===== config.mk =====
export PLATFORM = sky130hd
export DESIGN_NAME = cond_branch_unit
export DESIGN_NICKNAME = d
export VERILOG_FILES = /design/src/rtl/cond_branch_unit_pkg.sv /design/src/rtl/cond_branch_unit_cond_decode.sv /design/src/rtl/cond_branch_unit.sv
export SDC_FILE = /design/constraint.sdc
export NUM_CORES = 1
export LEC_CHECK = 0
export BUFFER_PORTS_ARGS = -buffer_cell sky130_fd_sc_hd__buf_2
export CORE_MARGIN = 3
export CORE_UTILIZATION = 34
export CTS_CLUSTER_SIZE = 24
export DETAILED_ROUTE_END_ITERATION = 8
export HOLD_SLACK_MARGIN = 0.08
export PLACE_DENSITY = 0.74
export SLEW_MARGIN = 10
export SYNTH_ARGS = -nofsm -noshare
export SYNTH_HDL_FRONTEND = slang
export SYNTH_SLANG_ARGS = --single-unit

===== constraint.sdc =====
create_clock -name clk -period 1.05 [get_ports clk]
set_input_delay 0.105 -clock clk [delete_from_list [all_inputs] [get_ports clk]]
set_output_delay 0.105 -clock clk [all_outputs]
set_load 0.005 [all_outputs]

===== src/rtl/cond_branch_unit_pkg.sv =====
// Shared definitions for the conditional branch unit: condition codes,
// flag bit positions within {N,Z,C,V}, and the branch FSM state encoding.
package cond_branch_unit_pkg;

    typedef enum logic [3:0] {
        COND_EQ = 4'h0,
        COND_NE = 4'h1,
        COND_CS = 4'h2,
        COND_CC = 4'h3,
        COND_MI = 4'h4,
        COND_PL = 4'h5,
        COND_VS = 4'h6,
        COND_VC = 4'h7,
        COND_HI = 4'h8,
        COND_LS = 4'h9,
        COND_GE = 4'hA,
        COND_LT = 4'hB,
        COND_GT = 4'hC,
        COND_LE = 4'hD,
        COND_AL = 4'hE,
        COND_NV = 4'hF
    } cond_t;

    localparam int FLAG_N = 3;
    localparam int FLAG_Z = 2;
    localparam int FLAG_C = 1;
    localparam int FLAG_V = 0;

    typedef enum logic [1:0] {
        IDLE    = 2'd0,
        WAIT    = 2'd1,
        RESOLVE = 2'd2
    } state_t;

endpackage


===== src/rtl/cond_branch_unit_cond_decode.sv =====
// Condition evaluator: maps a {N,Z,C,V} flag word and condition code to a decision.
// Latency: purely combinational. Backpressure: none.
// Reuse: stateless, safe to share between pipeline stages.
module cond_decode
    import cond_branch_unit_pkg::*;
(
    input  logic [3:0] flags,
    input  cond_t      cond,
    output logic       take
);

    logic n, z, c, v;

    assign n = flags[FLAG_N];
    assign z = flags[FLAG_Z];
    assign c = flags[FLAG_C];
    assign v = flags[FLAG_V];

    always_comb begin
        take = 1'b0;
        case (cond)
            COND_EQ: take = z;
            COND_NE: take = !z;
            COND_CS: take = c;
            COND_CC: take = !c;
            COND_MI: take = n;
            COND_PL: take = !n;
            COND_VS: take = v;
            COND_VC: take = !v;
            COND_HI: take = c && !z;
            COND_LS: take = !c || z;
            COND_GE: take = (n == v);
            COND_LT: take = (n != v);
            COND_GT: take = !z && (n == v);
            COND_LE: take = z || (n != v);
            COND_AL: take = 1'b1;
            COND_NV: take = 1'b0;
        endcase
    end

endmodule


===== src/rtl/cond_branch_unit.sv =====
// Branch resolver: holds ALU flags, decides one branch at a time; optional STICKY_OVF_EN adds so_flag.
// Latency: decision strobe 1 cycle after accept, or 1 cycle after the awaited flag write.
// Backpressure: br_ready is low from accept until the decision strobe has been issued.
module cond_branch_unit
    import cond_branch_unit_pkg::*;
(
    input  logic        clk,
    input  logic        rst,
    input  logic        res_valid,
    input  logic [31:0] res,
    input  logic        res_c,
    input  logic        res_v,
    input  logic        set_flags,
    input  logic        flags_pending,
    input  logic        br_valid,
    input  logic [3:0]  br_cond,
`ifdef STICKY_OVF_EN
    input  logic        clr_so,
    output logic        so_flag,
`endif
    output logic        br_ready,
    output logic        take_valid,
    output logic        take,
    output logic [3:0]  flags
);

    state_t state;
    cond_t  cond_q;
    logic   flag_wr;
    logic   dec_take;

    assign flag_wr = res_valid && set_flags;

    // Flags update regardless of FSM state so a branch always sees the newest result.
    always_ff @(posedge clk) begin
        if (rst) begin
            flags <= 4'b0000;
        end else if (flag_wr) begin
            flags[FLAG_N] <= res[31];
            flags[FLAG_Z] <= (res == 32'h0);
            flags[FLAG_C] <= res_c;
            flags[FLAG_V] <= res_v;
        end
    end

    always_ff @(posedge clk) begin
        if (rst) begin
            state      <= IDLE;
            cond_q     <= COND_EQ;
            br_ready   <= 1'b1;
            take_valid <= 1'b0;
        end else begin
            case (state)
                IDLE: begin
                    if (br_valid && br_ready) begin
                        cond_q   <= cond_t'(br_cond);
                        br_ready <= 1'b0;
                        if (flags_pending) begin
                            state <= WAIT;
                        end else begin
                            state      <= RESOLVE;
                            take_valid <= 1'b1;
                        end
                    end
                end
                WAIT: begin
                    if (flag_wr) begin
                        state      <= RESOLVE;
                        take_valid <= 1'b1;
                    end
                end
                RESOLVE: begin
                    state      <= IDLE;
                    take_valid <= 1'b0;
                    br_ready   <= 1'b1;
                end
                default: begin
                    state      <= IDLE;
                    take_valid <= 1'b0;
                    br_ready   <= 1'b1;
                end
            endcase
        end
    end

    cond_decode u_cond_decode (
        .flags (flags),
        .cond  (cond_q),
        .take  (dec_take)
    );

    // Evaluated from the registered flags during RESOLVE, forced low otherwise.
    assign take = take_valid && dec_take;

`ifdef STICKY_OVF_EN
    always_ff @(posedge clk) begin
        if (rst) begin
            so_flag <= 1'b0;
        end else if (flag_wr && res_v) begin
            so_flag <= 1'b1;
        end else if (clr_so) begin
            so_flag <= 1'b0;
        end
    end
`endif

endmodule


Word-level counts from Yosys, hierarchy flattened
Cells that the tools add are included.
Operators by class
  reductions and logical operators: 18
  equality and inequality tests: 21
  multiplexer cells: 11
  bitwise gates (word level): 1
Operator list (number)
  $eq 4x4->1 const B: 8
  $logic_not 32->1: 1
  $eq 4x3->1 const B: 4
  $pmux 1 s16: 1
  $eq 4x2->1 const B: 2
  $mux 2: 3
  $ne 2x2->1 const B: 3
  $reduce_and 2->1: 3
  $logic_and 1x1->1: 5
  $eq 4x1->1 const B: 1
  $logic_not 1->1: 4
  $logic_not 4->1: 1
  $mux 1: 4
  $pmux 1 s2: 2
  $pmux 2 s2: 1
  $reduce_and 3->1: 1
  $eq 2x1->1 const B: 1
  $logic_not 2->1: 1
  $logic_or 1x1->1: 2
  $eq 1x1->1: 1
  $ne 1x1->1: 1
  $not 1->1: 1
Storage, ports and cells
  bits of input ports: 44
  output and inout bits: 7
  word-level logic and storage cells: 56
  bits in registers: 12

Longest topological paths before layout
Gate-level depths: netlist of the first run.
  depth after elaboration: 4
  depth in mapped cells: 5
  gate-level depth less buffers: 4

By module
From an unflattened synthesis of the first run, not the netlist that was laid out.
Unflattened totals
  cell total of the unflattened synthesis: 80
  area total of the unflattened synthesis: 671.9 µm²
By module, submodules not included
  cond_branch_unit: cells an instance 57, instances 1, area each 516.7 µm², seq. area each 240.2 µm²
  cond_decode: cells an instance 23, instances 1, area each 155.1 µm², seq. area each 0.0 µm²

Least setup slack after synthesis of the first run
Ideal clock, no wire load.
  kind: register to output
  start point: register cond_q[1]
  end point: output take
  data arrival time: 1.081 ns
  path slack: -0.136 ns
  cell stages (with the launch flop): 6
  required time: 0.945 ns
  path buffers: 1
  cell sequence: dfxtp_1 buf_2 mux2i_1 a31o_2 a21o_1 a21oi_1
Between the ends
  cells in the longest elaborated chain, start to end: 3
  elaborated cells on any way between the ends: 18
  classes of those cells: eq/ne: 15; mux: 1; reduce/logical: 2
Ends and longest elaborated chain
  start: declaration: line cond_branch_unit.sv:28  | cond_t cond_q;
  start signal: assignment: line cond_branch_unit.sv:56  | cond_q <= cond_t'(br_cond);
  $eq 4x4->1, or another cell as far along: line cond_branch_unit_cond_decode.sv:21  | case (cond)
  $pmux 1 s16 *: line cond_branch_unit_cond_decode.sv:21
  $logic_and 1x1->1 *: line cond_branch_unit.sv:93  | assign take = take_valid && dec_take;
  end: declaration: line cond_branch_unit.sv:23  | output logic take,
Mark *: on every way between the ends. The rest lies on a longest branch, timed or not.

Worst setup path after layout of the first run
Ends and elaborated chain as after synthesis.

==> results.cfg, run 1 <==
[clock_network]
cts_tree = done
cts_sinks = 12
insertion_delay_ps = 270
clkTransAtPathRegs_ps = 70
root_buffer = clkbuf_4
cts.path.max_buffers = 2
cts_max_level = 1
numCtsBuffers = 3

[power]
pwr-share-comb_pct = 30.6
leakage_nw = 0.533
total_power_mw = 1.14
seqPwrFrac_pct = 45.6
p_int_mw = 0.827
switching_power_mw = 0.314
powerDensity_nw_per_um2 = 984
power_switching_share_pct = 27.6
ir_drop_mv = 0.507
pwr-share-clk_pct = 23.8

[setup_path]
crit_chain = mux2i_2 > a31o_2 > a21o_1 > a21oi_2 > buf_2
critPathRequiredTime_ps = 940
arrival_ps = 1390
slowest_delay_ps = 370
crit_slowest_cell = dfxtp_4
critPathKind = reg2out
reg2reg_depth = 4
critPathCaptureType = primary output
critPathMaxFanout = 4
worstSetupStartpointType = register

[global_route]
grt_pass1_vias = 818
grt_pass1_wl_mm = 3.15
gr-total-overflow = 0
antenna_found_initial = 0
grt_start_max_net_pins = 13
grt_usage_pct = 17.0

[logic_synthesis]
synth.yosys.seq_area_share_pct = 37.9
synth-seq-cells = 12
syn_nets = 116
synth_cells = 72
ys_warn_count = 0
ys_types = 26
avgSynthCellArea_um2 = 8.81
synth_area_um2 = 634

[layout]
antenna_cells = 0
utilization_pct = 71.2
layout-drive-gt1-share_pct = 63.4
design_area_um2 = 1160
seqCellArea_um2 = 249
nNetsFinal = 188
area_growth_pct = 82.8
multi_input_area_um2 = 440
nFillCells = 132

[routing]
top_layer = met4
wl_met3_um = 180
route.detailed.wl_per_inst_um = 11.6
final_antenna_net_count = 0
wl_met1_um = 688
drtIter0Drc = 8
drt-total-wl_mm = 1.93
firstDrtPassIters = 4
wl_met2_um = 999
avgViaCountPerCell = 4.98
drc_errors = 0
num_vias = 827

[floorplan]
rows = 14
start_util_pct = 38.9
die-area_um2 = 2420
ioPinCount = 51
fp.dieW_um = 49.2
core_area_um2 = 1630
fp.dieH_um = 49.2

[timing]
layout_setup_ws_ps = -441
finClkSkew_ps = 1.69
finalHoldViolCount = 0
max_freq_mhz = 671
final.min_clock_period_ps = 1490
setup-tns-final_ps = -553
finalSetupViolCount = 4
rsz0062_at_grt = yes
finalMaxSlewViolations = 0
worst_slew_pin_slew_ps = 315
period_share_pct = 142
max-slew-margin-rel_pct = 78.9

[run]
max_cap_viol_count = 0

[placed_design]
io_buffers = 50
placed_area_um2 = 1020
globalplace.congestion = 0.786
hpwl_mm = 1.60

[min_path]
holdPathStages = 3
hold_path_class = in2reg

[status]
failed_checks = setup timing
outcome = complete, but fails checks
## cells in the final DEF, fill, tap and decap left out, types with 2 or more instances in the layout
cell type	synthesis	final
a21oi_2	0	2
a21oi_1	6	4
mux2i_1	6	4
inv_1	2	2
nor4_1	4	4
nand2_1	10	9
nor3_1	3	2
xnor2_1	3	3
nor2_1	5	5
nor3_4	0	2
buf_6	0	2
dfxtp_2	0	4
buf_4	0	13
nand4_1	2	2
mux2i_2	0	2
dfxtp_1	12	7
dlygate4sd3_1	0	4
clkbuf_4	0	3
buf_2	1	50
nor4_2	4	4
## critical path: cells and delay by family, from the launching register on
family	cells	cell delay, ps
AOI/OAI and AO/OA	3	480
buffers and inverters	1	110
DFF	1	370
muxes	1	160
## stage by stage
stage / worst slack [ps] / hold WS (ps) / cells
2_1_floorplan: -77.8 / 183 / 72
3_3_place_gp: -180 / 347 / 158
3_5_place_dp: -229 / 352 / 158
4_1_cts: -462 / 105 / 166
5_1_grt: -524 / 107 / 166
6_report: -441 / 97.8 / 166
## logic make-up after synthesis
kind of cell / Yosys count / share of synthesized area (%)
and+or+nand+nor: 33 / 31.2
AOI/OAI and AO/OA: 14 / 14.8
DFF: 12 / 37.9
muxes: 6 / 9.47
buffers and inverters: 4 / 2.56
xor gates and xnor gates: 3 / 4.14
## flip-flops by register name, summed over array words and instances (netlist names)
signal      flops
br_ready        1
cond_q          4
flags           4
state           2
take_valid      1
## cell usage after synthesis
cell type,n,share of area [%]
a211oi_1,1,1.2
o21ba_2,1,1.6
nor2_1,5,3.0
a21oi_1,6,4.7
or4_1,1,1.2
o21bai_1,1,1.2
nor3_2,1,1.6
clkbuf_1,1,0.59
nor4_1,4,3.9
dfxtp_1,12,38
nor3_1,3,2.4
buf_2,1,0.79
and2_1,1,0.99
nand2_1,10,5.9
inv_1,2,1.2
a31o_2,1,1.4
mux2i_1,6,9.5
nand3b_1,1,1.2
o221ai_1,1,1.4
xnor2_1,3,4.1
nor3b_1,1,1.2
nor4_2,4,7.9
o31ai_1,1,1.2
nand4_1,2,2.0
o22ai_1,1,0.99
a21o_1,1,1.2
## final timing paths
path	start	endpoint	slack, ps
max	cond_q[1]$_SDFFE_PP0P_	take	-440
min	rst	flags[2]$_SDFFE_PP0P_	100
max reg2reg	br_ready$_SDFFE_PP1P_	cond_q[2]$_SDFFE_PP0P_	-60
min reg2reg	flags[3]$_SDFFE_PP0P_	flags[3]$_SDFFE_PP0P_	510
## layer usage
layer	global-route usage (%)	vias up
met1	16.7	368
met2	31.5	47
met4	11.4	0
met5	0	-
met3	3.67	4
li1	-	408
## final cells by class
class / count / share of cell area [%]
Multi-Input combinational cell: 56 / 38.0
Sequential cell: 12 / 21.5
Timing Repair Buffer: 69 / 35.4
Clock buffer: 3 / 1.94
Tap cell: 24 / 2.59
Inverter: 2 / 0.647
## power by group through the flow
stage | Combinational [mW] | Sequential (mW) | Clock [mW]
after global routing | 0.384 | 0.525 | 0.301
final | 0.349 | 0.521 | 0.271
after detailed placement | 0.302 | 0.527 | 0
after CTS | 0.324 | 0.515 | 0.281
after global placement | 0.291 | 0.524 | 0
after floorplan | 0.134 | 0.526 | 0
## timing repair
action / CTS / global route
resized for setup: 3 / 14
pin swaps: 3 / 5
hold buffers: 4 / 0
hold endpoints to repair: 4 / 0
buffers inserted: 1 / 0
setup endpoints to repair: 6 / 7
No activity file was read; power rests on OpenSTA's default activity.
==> run 2: changes to the inputs <==
--- a/config.mk
+++ b/config.mk
@@ -12,6 +12,7 @@
 export DETAILED_ROUTE_END_ITERATION = 8
 export HOLD_SLACK_MARGIN = 0.08
 export PLACE_DENSITY = 0.74
+export SKIP_LAST_GASP = 1
 export SLEW_MARGIN = 10
 export SYNTH_ARGS = -nofsm -noshare
 export SYNTH_HDL_FRONTEND = slang
==> constraint.sdc (replaced) <==
create_clock -name clk -period 1.2 [get_ports clk]
set_input_delay 0.12 -clock clk [delete_from_list [all_inputs] [get_ports clk]]
set_output_delay 0.12 -clock clk [all_outputs]
set_load 0.005 [all_outputs]
==> results.cfg, run 2 (same netlist as run 1, synthesis figures left out) <==
[setup_path]
critPathKind = reg2out
cp_top_family = compound AO/OA/AOI/OAI gates
critPathCaptureType = primary output
crit_chain = buf_4 > a31o_2 > a21o_1 > a21oi_2 > buf_2
critPathRequiredTime_ps = 1080
arrival_ps = 1390
worstSetupStartpointType = register
slowest_delay_ps = 350
critPathMaxFanout = 4
crit_slowest_cell = dfxtp_2
worst-path-buf-inv = 2

[layout]
design_area_um2 = 1080
area_growth_pct = 70.4
final_cell_mix = buf_2 (50), nand2_1 (10), buf_4 (10)
nNetsFinal = 179
antenna_cells = 0
final_cells = 158
top_regs = cond_q: 4 flops, flags: 4 flops, state: 2 flops
layout-drive-gt1-share_pct = 62.7
final_common_cell = buf_2

[timing]
finalMaxSlewViolations = 0
max-slew-margin-rel_pct = 84.1
worst_slew_pin_slew_ps = 237
rsz0062_at_grt = yes
layout_setup_ws_ps = -311
finalSetupViolCount = 1
finClkSkew_ps = 3.47
finalHoldViolCount = 0
period_share_pct = 126
max_freq_mhz = 662
setup-tns-final_ps = -311
final.min_clock_period_ps = 1510

[status]
failed_checks = setup timing
outcome = complete, but fails checks

[routing]
final_antenna_net_count = 0
num_vias = 776
drtIter0Drc = 4
firstDrtPassIters = 4
route.detailed.wl_per_inst_um = 11.7
drc_errors = 0
drt-total-wl_mm = 1.86
avgViaCountPerCell = 4.91

[run]
max_cap_viol_count = 0

[floorplan]
fp.dieH_um = 49.2
start_util_pct = 38.9
rows = 14
fp.dieW_um = 49.2
core_area_um2 = 1630
die-area_um2 = 2420
ioPinCount = 51

[placed_design]
post-place-cells = 153
hpwl_mm = 1.58
placed_area_um2 = 977
io_buffers = 50
globalplace.congestion = 0.778

[global_route]
gr-total-overflow = 0
grt_usage_pct = 15.5
grt_pass1_wl_mm = 3.01
grt_start_max_net_pins = 13
grt_pass1_vias = 791
antenna_found_initial = 0

[clock_network]
numCtsBuffers = 3
clkTransAtPathRegs_ps = 80
cts_tree = done
cts_sinks = 12
root_buffer = clkbuf_4
cts.path.max_buffers = 2
cts_max_level = 1
insertion_delay_ps = 260

[power]
leakage_nw = 0.498
powerDensity_nw_per_um2 = 968
total_power_mw = 1.05
ir_drop_mv = 0.526

[min_path]
hold_path_class = in2reg
[run 2: cell type report]
| type | count | area, um2 |
|---|---|---|
| clock buffer | 4 | 36.3 |
| sequential | 12 | 250 |
| fill | 154 | 548 |
| timing repair buffer | 60 | 325 |
| inverter | 2 | 7.51 |
| tap | 24 | 30.0 |
| multi-input combinational | 56 | 432 |
[run 2: stage by stage]
step	utilization [%]	hold WS (ps)	setup slack (ps)
2_1_floorplan	-	198	9.86
3_3_place_gp	60.0	364	-51.7
3_5_place_dp	60.0	368	-84.6
4_1_cts	63.6	87.3	-292
5_1_grt	66.4	83.1	-357
6_report	66.4	83.7	-311
[run 2: final timing paths]
check / startpoint / end / slack [ps] / cells past startpoint
setup reg to reg: br_ready$_SDFFE_PP1P_ / cond_q[1]$_SDFFE_PP0P_ / 110 / 5
hold / removal: res_v / flags[0]$_SDFFE_PP0P_ / 80 / 3
setup / recovery: cond_q[2]$_SDFFE_PP0P_ / take / -310 / 5
hold reg to reg: take_valid$_SDFFE_PP0P_ / take_valid$_SDFFE_PP0P_ / 490 / 2
[run 2: routing by layer]
layer	up-vias	global-route usage [%]	share of wire, %
li1	392	-	-
met1	337	15.3	36
met2	45	32.4	53
met3	2	3.06	10
met4	0	2.84	0.32
met5	-	0	0
[run 2: what timing repair did]
item	4_1_cts	5_1_grt
pin swaps	2	3
resized for setup	7	8
buffers inserted	0	1
endpoints found under the hold margin	0	0
hold buffers	0	0
endpoints found under the setup margin	1	1
[run 2: worst reg2reg max path, cell delays in order, from the launching register on]
cell     delay (ps)
dfxtp_1         340
nand2_1         100
nor3_2          110
buf_4           170
mux2i_1         220
nor2_1           50
[run 2: where the power goes]
group / internal, mW / total (mW) / switching, mW
Combinational: 0.163 / 0.277 / 0.114
Sequential: 0.426 / 0.458 / 0.0320
Clock: 0.184 / 0.311 / 0.127
==> run 3: changes to the inputs <==
--- a/config.mk
+++ b/config.mk
@@ -7,11 +7,12 @@
 export LEC_CHECK = 0
 export BUFFER_PORTS_ARGS = -buffer_cell sky130_fd_sc_hd__buf_2
 export CORE_MARGIN = 3
-export CORE_UTILIZATION = 34
+export CORE_UTILIZATION = 35
+export CTS_BUF_LIST = sky130_fd_sc_hd__clkbuf_2 sky130_fd_sc_hd__clkbuf_4 sky130_fd_sc_hd__clkbuf_8
 export CTS_CLUSTER_SIZE = 24
 export DETAILED_ROUTE_END_ITERATION = 8
 export HOLD_SLACK_MARGIN = 0.08
-export PLACE_DENSITY = 0.74
+export PLACE_DENSITY = 0.76
 export SKIP_LAST_GASP = 1
 export SLEW_MARGIN = 10
 export SYNTH_ARGS = -nofsm -noshare
==> results.cfg, run 3 (same netlist as run 1, synthesis figures left out) <==
[timing]
period_share_pct = 127
final.min_clock_period_ps = 1530
worst_slew_pin_slew_ps = 280
setup-tns-final_ps = -325
finalHoldViolCount = 0
finClkSkew_ps = 5.38
finalMaxSlewViolations = 0
finalSetupViolCount = 1
max_freq_mhz = 656
layout_setup_ws_ps = -325
rsz0062_at_grt = yes
max-slew-margin-rel_pct = 81.2

[placed_design]
globalplace.congestion = 0.747
hpwl_mm = 1.53
io_buffers = 50

[global_route]
grt_usage_pct = 14.4
grt_start_max_net_pins = 14
grt_pass1_vias = 677
antenna_found_initial = 0
grt_pass1_wl_mm = 2.74
gr-total-overflow = 0

[layout]
layout-drive-gt1-share_pct = 56.1
nNetsFinal = 178
final_common_cell = buf_2
area_growth_pct = 60.0
top_regs = cond_q: 4 flops, flags: 4 flops, state: 2 flops
antenna_cells = 0
final_cell_mix = buf_2 (50), nand2_1 (10), dfxtp_1 (10)
nFillCells = 152

[floorplan]
ioPinCount = 51
start_util_pct = 39.4
fp.dieH_um = 48.6
core_area_um2 = 1610
die-area_um2 = 2360
rows = 14
fp.dieW_um = 48.6

[clock_network]
cts.path.max_buffers = 2
holdBufCountCts = 0
cts_setup_buffers = 0
cts_sinks = 12
insertion_delay_ps = 260
root_buffer = clkbuf_4
clkTransAtPathRegs_ps = 70
numCtsBuffers = 3
cts_max_level = 1
cts_tree = done

[setup_path]
crit_slowest_cell = dfxtp_4
critPathMaxFanout = 4
critPathRequiredTime_ps = 1080
worstSetupStartpointType = register
critPathCaptureType = primary output
crit_chain = mux2i_2 > xnor2_1 > o31ai_1 > a21oi_2 > buf_2
arrival_ps = 1410
slowest_delay_ps = 380
critPathKind = reg2out

[routing]
drtIter0Drc = 2
drt-total-wl_mm = 1.74
route.detailed.wl_per_inst_um = 11.1
firstDrtPassIters = 4
avgViaCountPerCell = 4.96
num_vias = 773
drc_errors = 0
final_antenna_net_count = 0

[power]
ir_drop_mv = 0.539
total_power_mw = 0.929
powerDensity_nw_per_um2 = 915
leakage_nw = 0.476

[status]
failed_checks = setup timing
outcome = complete, but fails checks

[run]
max_cap_viol_count = 0

[min_path]
hold_path_class = in2reg
## run 3: worst max-delay path, delay by kind of cell (launching register included)
family / cells / cell delay (ps)
DFF: 1 / 380
xor gates and xnor gates: 1 / 100
muxes: 1 / 230
AOI/OAI and AO/OA: 2 / 310
buffers and inverters: 1 / 130
## run 3: cell type report
| cell class | instances | area, um2 | share of cell area (%) |
|---|---|---|---|
| Inverter | 2 | 7.51 | 0.740 |
| Multi-Input combinational cell | 56 | 392 | 38.6 |
| Timing Repair Buffer | 59 | 318 | 31.3 |
| Sequential cell | 12 | 245 | 24.2 |
| Tap cell | 24 | 30.0 | 2.96 |
| Clock buffer | 3 | 22.5 | 2.22 |
## run 3: repair_timing
action                                  CTS  global route
endpoints found under the setup margin    1             1
gates resized for setup                   2             3
pin swaps                                 1             1
## run 3: metal layers
metal / track usage (%) / share of wire (%) / up-vias
li1: - / - / 392
met1: 16.9 / 41 / 333
met2: 25.7 / 47 / 46
met3: 3.68 / 11 / 2
met4: 4.27 / 0.98 / 0
met5: 0 / 0 / -
## run 3: per-stage QoR
stage               instances  setup WS (ps)  hold WS, ps  instance area, um2  util (%)
floorplan                  72           9.86          198                 638         -
global placement          153          -50.3          364                 977      60.6
detailed placement        153           -133          373                 977      60.6
CTS                       156           -380         94.7                1000      62.3
global route              156           -403          106                1010      63.0
finish                    156           -325         98.3                1010      63.0
## run 3: power by group
part | switching, mW | total [mW] | internal [mW] | leakage [nW]
Clock | 0.115 | 0.230 | 0.116 | 0.0138
Sequential | 0.0270 | 0.452 | 0.425 | 0.0996
Combinational | 0.101 | 0.247 | 0.146 | 0.363
## run 3: worst paths after layout
kind / start / endpoint / slack [ps] / depth (start not counted)
worst max-delay path: cond_q[1]$_SDFFE_PP0P_ / take / -330 / 5
worst min-delay path: br_cond[3] / cond_q[3]$_SDFFE_PP0P_ / 100 / 3
worst max register to register: br_ready$_SDFFE_PP1P_ / cond_q[2]$_SDFFE_PP0P_ / 120 / 5
worst min register to register: take_valid$_SDFFE_PP0P_ / take_valid$_SDFFE_PP0P_ / 490 / 2
